==> src/rtl/sos_multi_handler_pkg.sv <==
// Shared definitions for the elevator emergency handler: FSM encodings, source indices, defaults.
// Pure constants; no logic, no latency, no flow control.
package sos_multi_handler_pkg;

  localparam logic [1:0] ST_IDLE   = 2'b00;
  localparam logic [1:0] ST_ALARM  = 2'b01;
  localparam logic [1:0] ST_HALTED = 2'b10;
  localparam logic [1:0] ST_CLEAR  = 2'b11;

  localparam int SRC_SOS_BTN  = 0;
  localparam int SRC_DOOR     = 1;
  localparam int SRC_OVERLOAD = 2;

  localparam int DEF_DEBOUNCE   = 4;
  localparam int DEF_CLEAR_HOLD = 8;
  localparam int DEF_BEEP_HALF  = 16;

endpackage

==> src/rtl/sos_multi_handler_debouncer.sv <==
// One alarm bit: 2-flop synchroniser, debounce counter, single-cycle qualify pulse.
// Qualifies on the DEBOUNCE-th enabled synced-high cycle; no backpressure (level input).
module sos_debouncer #(
  parameter int DEBOUNCE = 4
) (
  input  logic clk,
  input  logic rst_n,
  input  logic raw_i,
  input  logic en_i,
  output logic active_o,
  output logic qual_o
);

  localparam int CW = $clog2(DEBOUNCE + 1);
  localparam logic [CW-1:0] CNT_MAX = CW'(DEBOUNCE);
  localparam logic [CW-1:0] QUAL_AT = CW'(DEBOUNCE - 1);

  logic          sync1_q;
  logic          sync2_q;
  logic [CW-1:0] cnt_q;
  logic [CW-1:0] cnt_d;

  assign active_o = sync2_q & en_i;
  assign qual_o   = active_o && (cnt_q == QUAL_AT);

  // Saturating at DEBOUNCE keeps a long high level to exactly one event.
  always_comb begin
    cnt_d = '0;
    if (active_o) begin
      cnt_d = (cnt_q == CNT_MAX) ? cnt_q : cnt_q + 1'b1;
    end
  end

  always_ff @(posedge clk or negedge rst_n) begin
    if (!rst_n) begin
      sync1_q <= 1'b0;
      sync2_q <= 1'b0;
      cnt_q   <= '0;
    end else begin
      sync1_q <= raw_i;
      sync2_q <= sync1_q;
      cnt_q   <= cnt_d;
    end
  end

endmodule

==> src/rtl/sos_multi_handler.sv <==
// Emergency handler: debounced alarm sources latch pending bits and drive sos_mode/stop until key clear.
// Event visible DEBOUNCE+2 edges after input high; all outputs registered; no backpressure.
module sos_multi_handler
  import sos_multi_handler_pkg::*;
#(
  parameter int N_SRC      = 3,
  parameter int DEBOUNCE   = DEF_DEBOUNCE,
  parameter int CLEAR_HOLD = DEF_CLEAR_HOLD,
  parameter int BEEP_HALF  = DEF_BEEP_HALF,
  localparam int FCW = (N_SRC > 1) ? $clog2(N_SRC) : 1
) (
  input  logic             clk,
  input  logic             rst_n,
  input  logic [N_SRC-1:0] sos_req,
  input  logic [N_SRC-1:0] src_mask,
  input  logic             reset_key,
  input  logic             cabin_stopped,
  output logic             sos_mode,
  output logic             stop_request,
  output logic             alarm_beep,
  output logic [FCW-1:0]   first_cause,
  output logic [N_SRC-1:0] pending,
  output logic [1:0]       state_o
);

  localparam int HW = $clog2(CLEAR_HOLD + 1);
  localparam int BW = (BEEP_HALF > 1) ? $clog2(BEEP_HALF) : 1;
  localparam logic [HW-1:0] HOLD_MAX  = HW'(CLEAR_HOLD);
  localparam logic [BW-1:0] BEEP_LAST = BW'(BEEP_HALF - 1);

  logic [N_SRC-1:0] qual;
  logic [N_SRC-1:0] active;
  logic [N_SRC-1:0] cand;
  logic             key_sync1_q;
  logic             key_sync2_q;
  logic [1:0]       state_q,   state_d;
  logic [N_SRC-1:0] pending_q, pending_d;
  logic [FCW-1:0]   cause_q,   cause_d;
  logic [HW-1:0]    hold_q,    hold_d;
  logic             beep_q,    beep_d;
  logic [BW-1:0]    bcnt_q,    bcnt_d;

  for (genvar g = 0; g < N_SRC; g++) begin : g_src
    sos_debouncer #(
      .DEBOUNCE(DEBOUNCE)
    ) u_deb (
      .clk     (clk),
      .rst_n   (rst_n),
      .raw_i   (sos_req[g]),
      .en_i    (src_mask[g]),
      .active_o(active[g]),
      .qual_o  (qual[g])
    );
  end

  // A bit kept across the CLEAR->IDLE edge re-opens the alarm from pending alone.
  assign cand = pending_q | qual;

  always_comb begin
    state_d   = state_q;
    pending_d = pending_q | qual;
    cause_d   = cause_q;
    hold_d    = '0;
    case (state_q)
      ST_IDLE: begin
        if (|cand) begin
          state_d = ST_ALARM;
          for (int i = N_SRC - 1; i >= 0; i--) begin
            if (cand[i]) cause_d = FCW'(i);
          end
        end
      end
      ST_ALARM: begin
        if (cabin_stopped) state_d = ST_HALTED;
      end
      ST_HALTED: begin
        if (key_sync2_q && !(|active) && !(|qual)) hold_d = hold_q + 1'b1;
        if (hold_d == HOLD_MAX) begin
          state_d = ST_CLEAR;
          hold_d  = '0;
        end
      end
      default: begin
        state_d   = ST_IDLE;
        pending_d = qual;
        cause_d   = '0;
      end
    endcase
  end

  always_comb begin
    beep_d = beep_q;
    bcnt_d = bcnt_q;
    if (state_d == ST_IDLE) begin
      beep_d = 1'b0;
      bcnt_d = '0;
    end else if (state_q == ST_IDLE) begin
      beep_d = 1'b1;
      bcnt_d = '0;
    end else if (bcnt_q == BEEP_LAST) begin
      beep_d = ~beep_q;
      bcnt_d = '0;
    end else begin
      bcnt_d = bcnt_q + 1'b1;
    end
  end

  always_ff @(posedge clk or negedge rst_n) begin
    if (!rst_n) begin
      key_sync1_q <= 1'b0;
      key_sync2_q <= 1'b0;
      state_q     <= ST_IDLE;
      pending_q   <= '0;
      cause_q     <= '0;
      hold_q      <= '0;
      beep_q      <= 1'b0;
      bcnt_q      <= '0;
    end else begin
      key_sync1_q <= reset_key;
      key_sync2_q <= key_sync1_q;
      state_q     <= state_d;
      pending_q   <= pending_d;
      cause_q     <= cause_d;
      hold_q      <= hold_d;
      beep_q      <= beep_d;
      bcnt_q      <= bcnt_d;
    end
  end

  assign sos_mode     = (state_q != ST_IDLE);
  assign stop_request = (state_q == ST_ALARM) || (state_q == ST_HALTED);
  assign alarm_beep   = beep_q;
  assign first_cause  = cause_q;
  assign pending      = pending_q;
  assign state_o      = state_q;

endmodule
==> config.mk <==
export PLATFORM = sky130hd
export DESIGN_NAME = sos_multi_handler
export DESIGN_NICKNAME = d
export VERILOG_FILES = /design/src/rtl/sos_multi_handler_pkg.sv /design/src/rtl/sos_multi_handler_debouncer.sv /design/src/rtl/sos_multi_handler.sv
export SDC_FILE = /design/constraint.sdc
export NUM_CORES = 1
export LEC_CHECK = 0
export ABC_AREA = 1
export BUFFER_PORTS_ARGS = -buffer_cell sky130_fd_sc_hd__buf_2
export CELL_PAD_IN_SITES_DETAIL_PLACEMENT = 1
export CELL_PAD_IN_SITES_GLOBAL_PLACEMENT = 1
export CORE_ASPECT_RATIO = 0.9
export CORE_MARGIN = 3
export CORE_UTILIZATION = 37
export CTS_CLUSTER_DIAMETER = 30
export CTS_CLUSTER_SIZE = 25
export DETAILED_ROUTE_END_ITERATION = 10
export HOLD_SLACK_MARGIN = 0.15
export MAX_ROUTING_LAYER = met4
export PLACE_DENSITY_LB_ADDON = 0.1
export SLEW_MARGIN = 20
export SYNTH_ARGS = -nofsm -noshare
export SYNTH_HDL_FRONTEND = slang
export SYNTH_HIERARCHICAL = 1
export SYNTH_SLANG_ARGS = --single-unit
export TNS_END_PERCENT = 1
==> constraint.sdc <==
create_clock -name clk -period 1.7 [get_ports clk]
set_clock_uncertainty 0.2 [all_clocks]
set_input_delay 0.17 -clock clk [delete_from_list [all_inputs] [get_ports clk]]
set_output_delay 0.17 -clock clk [all_outputs]
set_load 0.01 [all_outputs]
==> results.md, run 1 <==
- Core Region: 0.00416 mm^2
- VDD IR max: 0.587 mV
- Post-Synthesis Mean Instance Area: 8.97 um^2
- Placed Instance Area: 0.00200 mm^2
- Largest net degree at the start of global routing: 34
- TritonCTS clock tree: built
- Final antenna diode count: 0
- Yosys reg bits: 33
- Number of hold violations in the final report: 2
- Type of the worst setup path: reg -> reg
- Vertical die dimension: approximately 70 um
- Clock-pin transition on the worst setup and hold timing paths: 70 ps
- Net count after synthesis: 207
- # Max-Cap Violations: 0
- Final setup violation count: 12
- Fin crit period: around 1900 ps
- Vias in the first global route: 1,593
- Post-route standard cell area excluding fillers: 0.00236 mm^2
- Fin Hold WS: -22.1 ps
- Hold_buf cts: 10
- Die width: 76.0 um
- Final HPWL DP: 2890 um
- Leading cell types in the layout, fill and taps excluded: sky130_fd_sc_hd__dfrtp_1 (33), sky130_fd_sc_hd__buf_4 (28), sky130_fd_sc_hd__nand2_1 (21)
- Remaining number of nets flagged by the antenna check after routing: 0
- Routability congestion estimate: 0.711
- Total global routing track utilization: 18.5%
- Final Routed Wirelength: about 4300 um
- First-pass GRT wire length: between 7000 and 8000 um
- Final max-slew violation count: 0
- Setup repair after global routing missed its margin: yes
- Max transition margin: 70.8%
- Area Growth Syn to Fin: 44.5%
- Sequential power share: 34.1%
- Fraction of power consumed by combinational cells: between 40 and 50%
- Period utilisation layout: 113%
- FF-to-FF Start: g_src[0].u_deb/cnt_q[0]
- Vias after detailed routing: 1,410
- Worst setup path startpoint: g_src[0].u_deb/cnt_q[0]
- Total power divided by cell area: 1210 mW/mm^2
- Hold path cells: 3
- Die area: 0.00525 mm^2
- Share of synthesized area occupied by flip-flops and latches: 50.6%
- Total congestion overflow: 0
- DR iter-0 viols: 35
- Leakage power: 1.19 nW
- Number of buffers created by CTS: 5
- Clock latency of the later-clocked register in the worst-skew pair: 290 ps
- Clock tree root buffer cell: sky130_fd_sc_hd__clkbuf_8
- Top-level port count: 20
- Number of antenna violations at the first check in global routing: 0
- Status: finished with violations
- Unique cell type count in the Yosys netlist: 21
- Highest Clock Rate: 0.522 GHz
- Worst path setup slack after routing: -215 ps
- Capture point of the worst reg-to-reg path: bcnt_q[0]
- CP endpoint kind: flop
- Post-layout nets: 273
- R2R depth: 13
- Yosys synthesis warning count: 6
- Starting utilization of the core area: between 30 and 40%
- Std-Cell Rows: 22
- Post-Syn Instances: 182
- Number of clock sinks: 33
- Critical path fanouts, max: 6
- # port buffers: 19
- Cell-internal power: 1.76 mW
- Violated checks: negative hold slack, negative setup slack
- Most frequent standard cell in the layout excluding fill and tap cells: sky130_fd_sc_hd__dfrtp_1
- Count of TritonRoute iterations in the first routing pass: 4
- Number of vias per cell: 4.59
- Kind of start point of the critical path: flop
- Total negative slack: -1670 ps
- Pin slew with the least headroom to its limit: 438 ps
- Reported net switching power: 1.11 mW
- Routed length per instance: 13.9 um
- Clk pwr share: 19.4%
- Fraction of power spent switching nets: around 39%
- Type of the most critical hold path: in -> reg
- End of the critical path: bcnt_q[0]
- Required arrival time at the worst endpoint: 1720 ps
- Arrival time at the worst endpoint: 1930 ps
- Netlist area before placement: 0.00163 mm^2
- Fraction of final layout cells sized beyond drive strength 1: 47.0%
- Deepest clock path buffer count: 2
- Maximum level of the CTS H-tree: 2
- Minimum setup slack among reg-to-reg paths: -220 ps
- Post-route DRC violation count: 0
-- timing repair --
item | CTS | global route
gates resized for setup | 27 | 9
endpoints found under the hold margin | 47 | 3
pin swaps | 18 | 17
buffers inserted | 5 | 2
setup endpoints to repair | 10 | 14
-- cell families after synthesis --
group / count (synthesis) / synth area share [%]
AO/OA/AOI/OAI: 17 / 5.67
flip-flops: 33 / 50.6
XOR/XNOR: 2 / 1.07
buffers and inverters: 36 / 8.28
adder cells (fa/ha/maj): 15 / 11.5
AND/OR/NAND/NOR: 79 / 22.9
-- power by group through the flow --
| stage | combinational (mW) | sequential (mW) | clock (mW) |
|---|---|---|---|
| after floorplan | 0.568 | 1.03 | 0 |
| after global placement | 1.01 | 0.986 | 0 |
| after detailed placement | 1.03 | 0.991 | 0 |
| after CTS | 1.29 | 0.978 | 0.572 |
| after global routing | 1.47 | 0.992 | 0.603 |
| final | 1.33 | 0.978 | 0.555 |
-- metal layers --
layer | vias to the layer above | GRT usage, % | wire [um]
li1 | 691 | - | -
met1 | 690 | 19.6 | 1720
met2 | 19 | 32.6 | 2320
met3 | 10 | 3.52 | 104
met4 | 0 | 10.1 | 112
met5 | - | - | 0
-- worst min-delay path by stage --
stage                            from                      end  slack, ps
after global placement          rst_n           first_cause[1]         20
final                     src_mask[1]  g_src[1].u_deb/cnt_q[0]        -20
after detailed placement        rst_n                hold_q[2]         30
after CTS                 src_mask[1]  g_src[1].u_deb/cnt_q[0]        -40
after global routing      src_mask[1]  g_src[1].u_deb/cnt_q[0]        -30
after floorplan                 rst_n               alarm_beep       -330
-- cell usage after synthesis, drive strengths merged --
library cell / n / area, um^2
nor3: 2 / 10.0
nor2: 25 / 109
dfrtp: 33 / 826
a31oi: 1 / 6.26
nand3b: 2 / 15.0
ha: 15 / 188
nand2: 36 / 163
xnor2: 1 / 8.76
a21oi: 12 / 63.8
nand4: 3 / 18.8
nor3b: 1 / 7.51
o21ai: 3 / 15.0
xor2: 1 / 8.76
o21bai: 1 / 7.51
or2: 1 / 6.26
nand3: 9 / 45.0
inv: 36 / 135
-- area by class of cell --
type	instances	area [um^2]
flip-flops and latches	33	826
inverters	36	138
repair buffers	59	434
clock inverters	1	5.00
clock buffers	5	68.8
multi-input cells	113	813
well taps	60	75.1
fillers	484	1800
-- critical path, cell delays in order (launching register included) --
cell	delay, ps
sky130_fd_sc_hd__dfrtp_1	400
sky130_fd_sc_hd__ha_2	210
sky130_fd_sc_hd__ha_4	170
sky130_fd_sc_hd__inv_4	50
sky130_fd_sc_hd__nor2_4	30
sky130_fd_sc_hd__inv_2	70
sky130_fd_sc_hd__nand2_4	50
sky130_fd_sc_hd__nor2_4	130
sky130_fd_sc_hd__nand2_2	80
sky130_fd_sc_hd__inv_2	70
sky130_fd_sc_hd__nand3_2	60
sky130_fd_sc_hd__nand2_2	90
sky130_fd_sc_hd__nand2_4	90
sky130_fd_sc_hd__a21oi_2	130
-- per-stage QoR --
| step | power [mW] | worst slack, ps | utilization, % | instances |
|---|---|---|---|---|
| floorplan | 1.60 | -38.7 | - | 182 |
| global placement | 1.99 | -207 | 48.1 | 284 |
| detailed placement | 2.02 | -209 | 48.1 | 284 |
| CTS | 2.84 | -164 | 55.7 | 305 |
| global route | 3.06 | -333 | 56.8 | 307 |
| finish | 2.86 | -215 | 56.8 | 307 |
-- state kept, by name (all words and copies together), names as in the netlist --
register,count
g_src.u_deb/cnt_q,9
bcnt_q,4
hold_q,4
g_src.u_deb/sync1_q,3
g_src.u_deb/sync2_q,3
pending,3
first_cause,2
state_o,2
alarm_beep,1
key_sync1_q,1
key_sync2_q,1
Note: power is estimated with default switching activity, not from simulation.
==> run 2, diff against run 1 <==
--- a/config.mk
+++ b/config.mk
@@ -21,6 +21,5 @@
 export SLEW_MARGIN = 20
 export SYNTH_ARGS = -nofsm -noshare
 export SYNTH_HDL_FRONTEND = slang
-export SYNTH_HIERARCHICAL = 1
 export SYNTH_SLANG_ARGS = --single-unit
 export TNS_END_PERCENT = 1
==> run 2 against run 1 <==
Effect of this change:
- the run ends with negative setup slack left
- sequential cell count unchanged
- area after synthesis shrank 2.8%
- power increased by 2.4%
- setup slack improved by 150 ps
- critical path depth is 1 lower
- die area is 2.5% lower
- final area fell by 11%
- global-route usage fell by 1.6 points
- register-to-register slack gained 150 ps
- cell count shrank 15%
- first-iteration DRC count grew 34%
- combinational power down 19%
- largest power group unchanged
==> results.md, run 2 <==
- Netlist area before placement: 0.00159 mm^2
- Share of synthesized area occupied by flip-flops and latches: between 50% and 60%
- Fin crit period: 1770 ps
- Fraction of met1 tracks used by global routing: 18.5%
- Total global routing track utilization: 16.8%
- Final HPWL DP: roughly 2600 um
- Type of the most critical hold path: reg -> reg
- Clock latency of the later-clocked register in the worst-skew pair: 280 ps
- Area taken by multi-input logic gates: 708 um^2
- Sequential standard cell area: about 830 um^2
- Met3 usage: ~4.8%
- Final setup violation count: 2
- # Max-Cap Violations: 0
- Final max-slew violation count: 0
- Arrival time at the worst endpoint: 1740 ps
- Post-Syn Instances: 167
- Total power divided by cell area: ~1400 mW/mm^2
- Fin Hold WS: 148 ps
- Core Region: 0.00392 mm^2
- CP endpoint kind: flop
- Net count after synthesis: 192
- DR iter-0 viols: 47
- Post-route standard cell area excluding fillers: about 0.0021 mm^2
- Number of buffers created by CTS: 5
- Unique cell type count in the Yosys netlist: 22
- Ys async rst share: 100%
- Total negative slack: -77.3 ps
- Die area: 0.00511 mm^2
- Fraction of final layout cells sized beyond drive strength 1: 31.3%
- Violated checks: negative setup slack
- Largest net degree at the start of global routing: 34
- Highest Clock Rate: 0.566 GHz
- GRT Max-Usage Layer: met2
- Total congestion overflow: 0
- Starting utilization of the core area: ~41%
- TritonCTS clock tree: built
- Largest cells by area after synthesis: sky130_fd_sc_hd__dfrtp_1 (52%), sky130_fd_sc_hd__ha_1 (12%), sky130_fd_sc_hd__inv_1 (6.9%), sky130_fd_sc_hd__nand2_1 (6.6%), sky130_fd_sc_hd__a21oi_1 (4.1%)
- Leading cell types in the layout, fill and taps excluded: sky130_fd_sc_hd__dfrtp_1 (32), sky130_fd_sc_hd__inv_1 (29), sky130_fd_sc_hd__nand2_1 (24)
- Final Routed Wirelength: approximately 3600 um
- Number of flip-flops in the largest register: 9
- Area fraction of the dominant cell type after synthesis: 52.0%
- Pwr Total: 2.93 mW
- Number of antenna violations at the first check in global routing: 0
- Pin slew with the least headroom to its limit: 420 ps
- Max transition margin: between 70% and 80%
- Die width: 75.1 um
- Vias after detailed routing: approximately 1,300
- Routed length per instance: about 14 um
- Number of clock sinks: 33
- Maximum level of the CTS H-tree: 2
- Clock-pin transition on the worst setup and hold timing paths: 70 ps
- Filler Cell Count: about 460
- Remaining number of nets flagged by the antenna check after routing: 0
- Dominant synthesized flop cell: sky130_fd_sc_hd__dfrtp_1
- Post-Synthesis Mean Instance Area: between 9 and 10 um^2
- Number of vias per cell: 4.90
- Deepest clock path buffer count: 2
- Leakage power: 1.06 nW
- Clock tree root buffer cell: sky130_fd_sc_hd__clkbuf_8
- First-pass GRT wire length: just over 6000 um
- Post-route DRC violation count: 0
- Post-layout nets: 238
- Number of synthesized flops with an enable pin: 0
- Area Growth Syn to Fin: 32.8%
- Required arrival time at the worst endpoint: 1680 ps
- Most frequent standard cell in the layout excluding fill and tap cells: sky130_fd_sc_hd__dfrtp_1
- Most frequent cell after synthesis: sky130_fd_sc_hd__dfrtp_1
- # port buffers: 19
- Register containing the most flip-flops in the final layout: g_src.u_deb.cnt_q
- Vertical die dimension: around 70 um
- Kind of start point of the critical path: flop
- Yosys reg bits: 33
- Top-level port count: 20
- Type of the worst setup path: reg -> reg
- Post-synth top area cell: sky130_fd_sc_hd__dfrtp_1
- Number of hold violations in the final report: 0
- VDD IR max: 0.770 mV
- Worst path setup slack after routing: -67.3 ps
- Status: finished with violations
- Final antenna diode count: 0
- Vias in the first global route: about 1,400
- Biggest registers after layout: g_src.u_deb.cnt_q (9), bcnt_q (4), hold_q (4)
- Setup repair after global routing missed its margin: yes
- Count of TritonRoute iterations in the first routing pass: 4
- Most used standard cells in the synthesized netlist: sky130_fd_sc_hd__dfrtp_1 (33), sky130_fd_sc_hd__inv_1 (29), sky130_fd_sc_hd__nand2_1 (28)
- Pre-CTS WS: -132 ps
- Yosys synthesis warning count: 0
- Critical path fanouts, max: 6
- Met2 Track Usage GR: between 20% and 30%
- Placed Instance Area: approximately 0.0018 mm^2
- Period utilisation layout: 104%
- Std-Cell Rows: 21
- Routability congestion estimate: 0.828
run 2: changes by cell type in the layout (fill, tap and decap cells not counted), sizes merged, moves of 3 or more:
cell / delta
buf: -18
o31ai: +3
inv: -5
nand3: +3
o21ai: +6
nor2: -19
run 2: worst paths after layout:
check,start,endpoint,slack (ps),cells after the start
worst max-delay path,g_src[0].u_deb.cnt_q[1],alarm_beep,-70,12
worst min-delay path,g_src[2].u_deb.sync1_q,g_src[2].u_deb.sync2_q,150,0
worst max register to register,g_src[0].u_deb.cnt_q[1],alarm_beep,-70,12
worst min register to register,g_src[2].u_deb.sync1_q,g_src[2].u_deb.sync2_q,150,0
max in group asynchronous,rst_n,state_o[1],730,3
min in group asynchronous,rst_n,g_src[2].u_deb.sync2_q,240,3
run 2: layout make-up:
type | count | area share [%]
flip-flops and latches | 33 | 39.2
well taps | 46 | 2.73
clock inverters | 3 | 3.09
inverters | 31 | 5.52
repair buffers | 39 | 12.6
multi-input cells | 103 | 33.6
clock buffers | 5 | 3.26
run 2: metal layers:
metal  share of wire (%)  vias to the layer above
met5                   0                        -
met4                 1.2                        0
met3                 3.9                        4
met2                  53                       18
met1                  42                      621
li1                    -                      631
run 2: cells by family (layout without fill, tap and decap cells):
logic type / after synthesis / after routing / synth area share [%]
flip-flops: 33 / 33 / 52.0
AND/OR/NAND/NOR: 59 / 59 / 18.0
adder cells (fa/ha/maj): 15 / 15 / 11.8
AO/OA/AOI/OAI: 28 / 28 / 10.2
buffers and inverters: 31 / 78 / 7.33
XOR/XNOR: 1 / 1 / 0.552
run 2: power breakdown:
| group | internal, mW | total, mW | leakage (nW) | switching, mW |
|---|---|---|---|---|
| logic | 0.448 | 1.08 | 0.566 | 0.631 |
| registers | 0.904 | 0.981 | 0.430 | 0.0765 |
| clock network | 0.582 | 0.874 | 0.0681 | 0.292 |
| total | 1.93 | 2.93 | 1.06 | 0.999 |
run 2: metrics by stage:
stage,cells,utilization (%)
floorplan,167,-
global route,260,53.9
CTS,259,52.7
global placement,242,46.8
finish,260,53.9
detailed placement,242,46.8
run 2: critical path, cell delays in order (launching register included):
cell and delay [ps]:
sky130_fd_sc_hd__dfrtp_1 380, sky130_fd_sc_hd__ha_2 180, sky130_fd_sc_hd__ha_2 170, sky130_fd_sc_hd__nand3_2 70
sky130_fd_sc_hd__nand2_2 60, sky130_fd_sc_hd__nor2_4 120, sky130_fd_sc_hd__nand2_1 60, sky130_fd_sc_hd__nand2_1 70
sky130_fd_sc_hd__nand3_2 80, sky130_fd_sc_hd__nand2_4 100, sky130_fd_sc_hd__nand2_2 50, sky130_fd_sc_hd__nand2_1 50
sky130_fd_sc_hd__nand2_1 50
run 2: what timing repair did:
action / in CTS / in global routing
endpoints found under the setup margin: 8 / 10
pin swaps: 6 / 0
hold buffers: 8 / 0
hold endpoints to repair: 52 / 0
buffers inserted: 1 / 1
gates resized for setup: 3 / 8
==> run 3, diff against run 2 <==
--- a/config.mk
+++ b/config.mk
@@ -15,6 +15,7 @@
 export CTS_CLUSTER_DIAMETER = 30
 export CTS_CLUSTER_SIZE = 25
 export DETAILED_ROUTE_END_ITERATION = 10
+export GPL_TIMING_DRIVEN = 0
 export HOLD_SLACK_MARGIN = 0.15
 export MAX_ROUTING_LAYER = met4
 export PLACE_DENSITY_LB_ADDON = 0.1
==> constraint.sdc (replaced) <==
create_clock -name clk -period 1.7 [get_ports clk]
set_clock_uncertainty 0.2 [all_clocks]
set_input_delay 0.34 -clock clk [delete_from_list [all_inputs] [get_ports clk]]
set_output_delay 0.34 -clock clk [all_outputs]
set_load 0.01 [all_outputs]
==> run 3 against run 2 <==
Effect of this change:
- critical path type is now in -> reg
- the run still ends with negative setup slack left
- sequential cell count is the same
- highest routed layer unchanged
- fmax shrank 1.6%
- largest cell class unchanged
- sequential share of layout area shrank 0.28 points
==> results.md, run 3 (synthesis results as in run 2) <==
- VDD IR max: roughly 0.9 mV
- Max transition margin: 51.4%
- R2R depth: 12
- Routability congestion estimate: 0.800
- Final setup violation count: 5
- Vias in the first global route: ~1,400
- Fin Hold WS: around 150 ps
- Final standard cell utilization of the core: 54.2%
- FF-to-FF Start: g_src[0].u_deb.cnt_q[1]
- Number of clock sinks: 33
- Area Growth Syn to Fin: 33.7%
- Clock latency of the later-clocked register in the worst-skew pair: 290 ps
- Worst-path cell with the longest stage delay: sky130_fd_sc_hd__dlygate4sd3_1
- Required arrival time at the worst endpoint: between 1500 and 2000 ps
- Critical path fanouts, max: 6
- Number of antenna violations at the first check in global routing: 0
- Deepest clock path buffer count: 2
- Minimum setup slack among reg-to-reg paths: -90 ps
- Count of TritonRoute iterations in the first routing pass: 4
- Total global routing track utilization: 18.1%
- Kind of start point of the critical path: input port
- Worst path setup slack after routing: -95.8 ps
- Final HPWL DP: around 2700 um
- End of the critical path: alarm_beep
- First-pass GRT wire length: 6500 um
- CP endpoint kind: flop
- Die area: 0.00511 mm^2
- Cell-by-cell listing of the critical path: buf_2, dlygate4sd3_1, nand3_2, nand2_4, nor2_4, nand2_1, nand2_1, nand3_2, nand2_4, nand2_2, nand2_1, nand2_1
- Filler Cell Count: around 440
- Final Routed Wirelength: roughly 3700 um
- Area taken by multi-input logic gates: approximately 740 um^2
- Type of the most critical hold path: reg -> reg
- # Max-Cap Violations: 0
- Register containing the most flip-flops in the final layout: g_src.u_deb.cnt_q
- Sequential standard cell area: slightly above 800 um^2
- Pin slew with the least headroom to its limit: 729 ps
- Final max-slew violation count: 0
- Startpoint of the most critical hold path: g_src[0].u_deb.sync1_q
- Violated checks: negative setup slack
- GRT Max-Usage Layer: met2
- Capture point of the worst reg-to-reg path: alarm_beep
- Total negative slack: -146 ps
- Met3 usage: 5.73%
- Leakage power: between 1 and 1.5 nW
- TritonCTS clock tree: built
- # port buffers: 19
- Die width: 75.1 um
- Post-route standard cell area excluding fillers: 0.00212 mm^2
- Clock tree root buffer cell: sky130_fd_sc_hd__clkbuf_8
- Fin crit period: 1800 ps
- Clock-pin transition on the worst setup and hold timing paths: 80 ps
- Vertical die dimension: just under 70 um
- Met2 Track Usage GR: between 30% and 40%
- Crit path largest cell delay: 580 ps
- Total power divided by cell area: 1370 mW/mm^2
- Maximum level of the CTS H-tree: 2
- Fraction of met1 tracks used by global routing: 19.2%
- Cell repeated most along the worst path: sky130_fd_sc_hd__nand2_1
- Vias after detailed routing: 1,268
- Total congestion overflow: 0
- Arrival time at the worst endpoint: 1780 ps
- Pwr Total: around 2.9 mW
- Setup repair after global routing missed its margin: yes
- Starting utilization of the core area: 40.6%
- Number of buffers created by CTS: 5
- DR iter-0 viols: 23
- Biggest registers after layout: g_src.u_deb.cnt_q (9), bcnt_q (4), hold_q (4)
- Std-Cell Rows: 21
- Placed Instance Area: 0.00176 mm^2
- Routed length per instance: 14.4 um
- Period utilisation layout: 106%
- Number of hold violations in the final report: 0
- Fraction of final layout cells sized beyond drive strength 1: 34.0%
- Highest Clock Rate: roughly 0.56 GHz
- Number of vias per cell: 4.91
- Post-layout nets: 236
- Top-level port count: 20
- Leading cell types in the layout, fill and taps excluded: sky130_fd_sc_hd__dfrtp_1 (32), sky130_fd_sc_hd__inv_1 (26), sky130_fd_sc_hd__nand2_1 (24)
- Post-route DRC violation count: 0
- Final antenna diode count: 0
- Worst setup path startpoint: src_mask[1]
- Remaining number of nets flagged by the antenna check after routing: 0
- Largest net degree at the start of global routing: 34
- Core Region: 0.00392 mm^2
- Number of flip-flops in the largest register: 9
- Most frequent standard cell in the layout excluding fill and tap cells: sky130_fd_sc_hd__dfrtp_1
- Status: finished with violations
- Type of the worst setup path: in -> reg
## run 3: changes by cell type in the layout (fill, tap and decap cells not counted), sizes merged
cell         change
dlygate4sd3      -1
bufinv           -1
clkinvlp         +1
buf              -1
## run 3: metal layers
metal / share of wire (%) / up-vias / wire length (um)
met5: 0 / - / 0
met4: 2.1 / 0 / 77
met3: 2.6 / 9 / 97
met2: 55 / 16 / 2040
met1: 40 / 619 / 1500
li1: - / 624 / -
## run 3: metrics by stage
stage / instances / setup slack (ps)
6_report: 258 / -95.8
5_1_grt: 258 / -229
4_1_cts: 256 / -87.4
3_5_place_dp: 232 / -166
3_3_place_gp: 232 / -135
2_1_floorplan: 167 / 7.40
## run 3: worst min path at each step
stage	to	slack (ps)	cells past startpoint
after global placement	key_sync2_q	130	0
after CTS	g_src[0].u_deb.sync2_q	150	0
after detailed placement	g_src[0].u_deb.sync2_q	140	0
final	g_src[0].u_deb.sync2_q	150	0
after global routing	g_src[0].u_deb.cnt_q[2]	160	3
after floorplan	alarm_beep	-160	0
## run 3: what timing repair did
| action | 4_1_cts | 5_1_grt |
|---|---|---|
| gates resized for setup | 11 | 12 |
| endpoints found under the setup margin | 11 | 11 |
| setup buffers | 9 | 2 |
| pin swaps | 4 | 1 |
| endpoints found under the hold margin | 40 | 0 |
| hold buffers | 7 | 0 |
## run 3: critical path: cells and delay by family
kind | cells | cell delay (ps)
AND/OR/NAND/NOR | 10 | 740
buffers and inverters | 2 | 680
## run 3: layout make-up
cell class | instances | area share, %
Sequential cell | 33 | 39.0
Multi-Input combinational cell | 103 | 35.1
Timing Repair Buffer | 37 | 12.3
Inverter | 31 | 5.60
Clock buffer | 5 | 3.24
Tap cell | 46 | 2.71
Clock inverter | 3 | 2.18
## run 3: power by group
group / leakage [nW] / switching (mW) / internal, mW / total [mW]
Sequential: 0.430 / 0.0794 / 0.902 / 0.982
Clock: 0.0543 / 0.307 / 0.438 / 0.746
Combinational: 0.555 / 0.663 / 0.511 / 1.17
